<file path="src/rtl/pc_fetch_unit.sv">
// PC and fetch sequencer for the unpipelined MIPS core: FETCH/WAIT/EXEC handshake with imem, PC/EPC update.
// Optional macro PC_ALIGN_CHECK_EN turns misaligned jump/eret targets into exceptions and adds o_badaddr.
module pc_fetch_unit #(
   parameter logic [31:0] RESET_VECTOR = 32'h0000_0000,
   parameter logic [31:0] EXC_VECTOR   = 32'h0000_0180
) (
   input  logic        i_clk,
   input  logic        i_rst_n,
   input  logic [31:0] i_nextpc,
   input  logic [1:0]  i_pcsrc,
   input  logic        i_stall,
   output logic        o_imem_req,
   output logic [31:0] o_imem_addr,
   input  logic        i_imem_ack,
   input  logic [31:0] i_imem_data,
   output logic [31:0] o_pc,
   output logic [31:0] o_pc_plus4,
   output logic [31:0] o_instr,
   output logic        o_instr_valid,
   output logic [31:0] o_epc,
`ifdef PC_ALIGN_CHECK_EN
   output logic [31:0] o_badaddr,
`endif
   output logic        o_exc_taken
);

   typedef enum logic [1:0] {ST_FETCH, ST_WAIT, ST_EXEC} state_t;

   state_t      state_reg, state_next;
   logic [31:0] pc_reg, pc_next;
   logic [31:0] epc_reg, epc_next;
   logic [31:0] instr_reg, instr_next;
   logic        exc_reg, exc_next;
   logic        fetch_en_reg;
   logic        ack_accept;
   logic [31:0] target;
   logic        take_exc;
`ifdef PC_ALIGN_CHECK_EN
   logic [31:0] badaddr_reg, badaddr_next;
   logic        misaligned;
`endif

   // fetch_en_reg keeps the request low for the first cycle after reset so a stale ack is ignored
   assign o_imem_req    = fetch_en_reg && (state_reg != ST_EXEC);
   assign o_imem_addr   = pc_reg;
   assign o_pc          = pc_reg;
   assign o_pc_plus4    = pc_reg + 32'd4;
   assign o_instr       = instr_reg;
   assign o_instr_valid = (state_reg == ST_EXEC);
   assign o_epc         = epc_reg;
   assign o_exc_taken   = exc_reg;
   assign ack_accept    = o_imem_req && i_imem_ack;
   assign target        = (i_pcsrc == 2'b01) ? i_nextpc : epc_reg;
`ifdef PC_ALIGN_CHECK_EN
   assign o_badaddr     = badaddr_reg;
   assign misaligned    = (i_pcsrc[1] ^ i_pcsrc[0]) && (target[1:0] != 2'b00);
   assign take_exc      = (i_pcsrc == 2'b11) || misaligned;
`else
   assign take_exc      = (i_pcsrc == 2'b11);
`endif

   always_ff @(posedge i_clk or negedge i_rst_n) begin
      if (!i_rst_n) begin
         state_reg    <= ST_FETCH;
         pc_reg       <= RESET_VECTOR;
         epc_reg      <= 32'd0;
         instr_reg    <= 32'd0;
         exc_reg      <= 1'b0;
         fetch_en_reg <= 1'b0;
`ifdef PC_ALIGN_CHECK_EN
         badaddr_reg  <= 32'd0;
`endif
      end else begin
         state_reg    <= state_next;
         pc_reg       <= pc_next;
         epc_reg      <= epc_next;
         instr_reg    <= instr_next;
         exc_reg      <= exc_next;
         fetch_en_reg <= 1'b1;
`ifdef PC_ALIGN_CHECK_EN
         badaddr_reg  <= badaddr_next;
`endif
      end
   end

   always_comb begin
      state_next   = state_reg;
      pc_next      = pc_reg;
      epc_next     = epc_reg;
      instr_next   = instr_reg;
      exc_next     = 1'b0;
`ifdef PC_ALIGN_CHECK_EN
      badaddr_next = badaddr_reg;
`endif
      case (state_reg)
         ST_FETCH: begin
            // an ack in the very first request cycle skips WAIT entirely
            if (ack_accept) begin
               instr_next = i_imem_data;
               state_next = ST_EXEC;
            end else if (fetch_en_reg) begin
               state_next = ST_WAIT;
            end
         end
         ST_WAIT: begin
            if (ack_accept) begin
               instr_next = i_imem_data;
               state_next = ST_EXEC;
            end
         end
         ST_EXEC: begin
            if (!i_stall) begin
               state_next = ST_FETCH;
               if (take_exc) begin
                  pc_next  = EXC_VECTOR;
                  epc_next = pc_reg;
                  exc_next = 1'b1;
`ifdef PC_ALIGN_CHECK_EN
                  if (misaligned) badaddr_next = target;
`endif
               end else if (i_pcsrc == 2'b00) begin
                  pc_next = o_pc_plus4;
               end else begin
                  pc_next = target;
               end
            end
         end
         default: state_next = ST_FETCH;
      endcase
   end

endmodule

</file>
<file path="config.mk">
export PLATFORM = sky130hd
export DESIGN_NAME = pc_fetch_unit
export DESIGN_NICKNAME = d
export VERILOG_FILES = /design/src/rtl/pc_fetch_unit.sv
export SDC_FILE = /design/constraint.sdc
export NUM_CORES = 1
export LEC_CHECK = 0
export CORE_MARGIN = 10
export CORE_UTILIZATION = 50
export CTS_CLUSTER_DIAMETER = 80
export DETAILED_ROUTE_END_ITERATION = 12
export DONT_BUFFER_PORTS = 1
export PLACE_DENSITY = 0.66
export SYNTH_ARGS = -nofsm -noshare
export SYNTH_HDL_FRONTEND = slang
export SYNTH_SLANG_ARGS = --single-unit
</file>
<file path="constraint.sdc">
create_clock -name i_clk -period 6.2 [get_ports i_clk]
set_input_delay 0.93 -clock i_clk [delete_from_list [all_inputs] [get_ports i_clk]]
set_output_delay 0.93 -clock i_clk [all_outputs]
set_load 0.02 [all_outputs]
</file>
### Word level (Yosys, flattened, before mapping)

Cells that the tools add are included.

* register bits after elaboration: 100
* latch bits: 0
* bits in writable memories: 0
* ROM bits: 0
* input port bits: 70
* output and inout bits: 163
* word-level logic and storage cells: 36
* memories kept: 0

* add/sub/neg operators: 1
* $mul: 0
* div/mod/pow operators: 0
* magnitude comparators: 0
* eq/ne operators: 8
* shift-type cells: 0
* mux-type cells: 11
* bitwise logic cells: 1
* reduce and logical (&&, ||, !) cells: 9

Operators by type and width (count)
* $mux W32: 3
* $add A32 B3 Y32 const B: 1
* $mux W2: 4
* $ne A2 B2 Y1 const B: 3
* $pmux W2 S3: 1
* $reduce_and A3 Y1: 2
* $eq A2 B1 Y1 const B: 2
* $eq A2 B2 Y1 const B: 2
* $logic_not A2 Y1: 2
* $reduce_and A2 Y1: 2
* $mux W1: 3
* $ne A3 B3 Y1 const B: 1
* $logic_and A1 B1 Y1: 2
* $reduce_or A2 Y1: 1
* $not A1 Y1: 1

### Longest topological paths before layout

* word-level depth: 5
* depth in mapped cells: 7
* gate-level depth less buffers: 5

### Worst setup path before layout

Ideal clock, no wire load.

* kind: register to output
* start point: reg pc_reg[2], in the netlist o_imem_addr[2]
* end point: out o_pc_plus4[26]
* arrival: 2.376 ns
* required time: 5.270 ns
* slack: 2.894 ns
* stages on the path, launching flop included: 7
* buffers on the path: 1
* cell sequence: dfrtp_1 > ha_1 > nand3_2 > or4_4 > buf_6 > or3_4 > xnor2_1

* longest elaborated chain between the ends: 1

RTL lines
* from (decl): RTL line 30 `logic [31:0] pc_reg, pc_next;`
* from (signal assigned): RTL line 75 `pc_reg <= pc_next;`
* $add A32 B3 Y32: RTL line 47 `assign o_pc_plus4 = pc_reg + 32'd4;`
* to (decl): RTL line 17 `output logic [31:0] o_pc_plus4,`

No other way between the ends.

### Worst setup path after layout

* start point: reg pc_reg[2], in the netlist o_imem_addr[2]
* end point: out o_pc_plus4[28]

Same word-level chain as after synthesis.

==> impl_metrics.env <==
export IMPL_fp_dieArea_um2=15520
export IMPL_whs_ns=0.2382
export IMPL_design_core_area_um2=10790
export IMPL_synth_warnings=0
export IMPL_hold_viol_final=0
export IMPL_worst_pin_slew_ns=1.038
export IMPL_cts_buffers=9
export IMPL_postCtsSetupRepairBufs=0
export IMPL_die_h_um=124.6
export IMPL_crit_fanout=13
export IMPL_drc=0
export IMPL_final_cell_mix="100 x dfrtp_1, 63 x mux2_2, 30 x nand2_1"
export IMPL_postPlaceCellArea_um2=5276
export IMPL_rsz0062_at_grt="no"
export IMPL_layout_nets=533
export IMPL_grt_pass1_vias=4043
export IMPL_syn_num_nets=591
export IMPL_synth_edff_count=0
export IMPL_met2_usage_pct=29.99
export IMPL_setup_violations=0
export IMPL_grt_first_pass_wirelength_um=24120
export IMPL_finalMaxSlewViolations=0
export IMPL_ys_flop_type="dfrtp_1"
export IMPL_slew_headroom_pct=30.71
export IMPL_worstSetupEndpointType="output pin"
export IMPL_fin_area_um2=5507
export IMPL_routed_via_density=6.453
export IMPL_clock_sinks=100
export IMPL_hpwl_um=10660
export IMPL_drive_gt1_share_pct=22.06
export IMPL_syn_area_um2=5468
export IMPL_synthToLayoutAreaGrowth_pct=0.7094
export IMPL_globalplace_congestion=0.7925
export IMPL_crit_slowest_cell="dfrtp_1"
export IMPL_detail_route_antenna_nets=0
export IMPL_wl_um=15240
export IMPL_antenna_cells=0
export IMPL_cts_tree="done"
export IMPL_num_vias=3917
export IMPL_clock_fmax_mhz=244.9
export IMPL_fin_crit_ns=4.083
export IMPL_cp_data_required_time_ns=5.27
export IMPL_status="completed"
export IMPL_max_cap_violations=0
export IMPL_layout_commonest_cell="dfrtp_1"
export IMPL_wire_per_inst_um=25.11
export IMPL_yosysSeqAreaShare_pct=45.77
export IMPL_drt_initial_drc_count=442
export IMPL_overflow=0
export IMPL_fill_cells=956
export IMPL_syn_avg_cell_area_um2=10.51
export IMPL_grt_max_degree=101
export IMPL_path_class="register to output pin"
export IMPL_synth_cell_types=61
export IMPL_start_util_pct=50.66
export IMPL_final_cells=607
export IMPL_clkTransAtPathRegs_ns=0.10
export IMPL_finalCritPeriodShare_pct=65.85
export IMPL_utilization_pct=51.02
export IMPL_htreeDepth=3
export IMPL_clkLatencyLatePin_ns=0.37
export IMPL_cts_root_buffer="clkbuf_8"
export IMPL_grtUsageTotal_pct=18.99
export IMPL_grt_use_met3_pct=10.17
export IMPL_dp_cells=591
export IMPL_multi_input_area_um2=2520
export IMPL_first_pass_iters=4
export IMPL_portBuffers=0
export IMPL_cts_hold_buf=0
export IMPL_grt_antenna_before_repair=0
export IMPL_register_area_um2=2502
export IMPL_ir_drop_uv=219.3
export IMPL_synthCells=520
export IMPL_skew_ns=0.01165
export IMPL_max_stage_delay_ns=0.74
export IMPL_cts_max_path_buffers=2
export IMPL_grt_busiest_layer="met2"
export IMPL_num_io_pins=233
export IMPL_min_path_type="input pin to async pin"
export IMPL_met1_usage_pct=21.62
export IMPL_cp_start_kind="register"
export IMPL_yosys_register_bits=100
export IMPL_p_leak_nw=2.244
export IMPL_synth_async_sr_flop_share_pct=100.0
export IMPL_chipWidth_um=124.6
export IMPL_worst_ep_arrival_time_ns=3.15
export IMPL_powerDensity_nw_per_um2=446.6
export IMPL_cp_cell_sequence="ha_1, nand3_2, or4_4, or3_1, xnor2_1"
export IMPL_setup_tns_ns=0
export IMPL_fp_row_count=38
export IMPL_ctsResizeCount=0
==> synthesized netlist by cell type (all sizes together), types with 8 or more instances <==
| master | count | area, µm² |
|---|---|---|
| nor4 | 8 | 56.30 |
| nand2 | 30 | 112.6 |
| nand3 | 14 | 80.08 |
| or3 | 9 | 61.31 |
| nor2 | 15 | 56.30 |
| xnor2 | 19 | 166.4 |
| a21oi | 11 | 55.05 |
| inv | 9 | 33.78 |
| nor3 | 18 | 90.09 |
| a22oi | 18 | 135.1 |
| buf | 44 | 306.5 |
| o21ai | 27 | 135.1 |
| mux2 | 63 | 709.4 |
| clkbuf | 31 | 120.1 |
| xor2 | 8 | 70.07 |
| dfrtp | 100 | 2502 |
| a311o | 8 | 80.08 |
==> per-layer routing <==
metal | up-vias | share of wire, %
met4 | 0 | 1.2
li1 | 1744 | -
met1 | 1960 | 39
met3 | 14 | 12
met5 | - | 0
met2 | 199 | 48
==> final cells by class <==
| cell class | instances | area share, % |
|---|---|---|
| clock buffer | 9 | 2.249 |
| clock inverter | 7 | 1.931 |
| inverter | 9 | 0.6135 |
| multi-input combinational | 336 | 45.76 |
| sequential | 100 | 45.44 |
| tap | 140 | 3.181 |
| timing repair buffer | 6 | 0.8180 |
==> kinds of logic (layout without fill, tap and decap cells) <==
group / after synthesis / after routing / share of synthesized area [%]
and+or+nand+nor: 131 / 131 / 13.34
AOI/OAI and AO/OA: 108 / 108 / 13.96
DFF: 100 / 100 / 45.77
buffers and inverters: 84 / 31 / 8.421
muxes: 68 / 68 / 13.89
xor gates and xnor gates: 27 / 27 / 4.325
adders and majority gates: 1 / 1 / 0.2288
other: 1 / 1 / 0.06858
==> where the power goes <==
part / total [W] / internal (W) / switching (W)
combinational: 0.000502 / 0.000227 / 0.000275
sequential: 0.00147 / 0.000835 / 0.000639
clock: 0.000484 / 0.000235 / 0.000248
total: 0.00246 / 0.00130 / 0.00116
==> critical path, delay by kind of cell (launching register included) <==
family                   cells  cell delay [ns]
XOR/XNOR                     1             0.43
adder cells (fa/ha/maj)      1             0.31
flip-flops                   1             0.74
AND/OR/NAND/NOR              3             1.31
==> final timing paths <==
kind                                start               to  slack [ns]  depth (start not counted)
max                        o_imem_addr[2]   o_pc_plus4[28]        2.12                          5
min                               i_rst_n   o_imem_addr[4]        0.24                          0
max reg2reg                  state_reg[1]        o_epc[26]        2.76                          4
min reg2reg                  state_reg[1]     state_reg[0]        0.46                          1
max in group asynchronous         i_rst_n  o_imem_addr[16]        5.74                          0
min in group i_clk           state_reg[1]     state_reg[0]        0.46                          1
==> stage by stage <==
step | total power [W] | setup WS, ns
floorplan | 0.001932 | 2.894
global placement | 0.001972 | 2.541
detailed placement | 0.002000 | 2.515
CTS | 0.002488 | 2.089
global route | 0.002595 | 1.916
finish | 0.002459 | 2.117
Power figures use the tool's default switching activity.
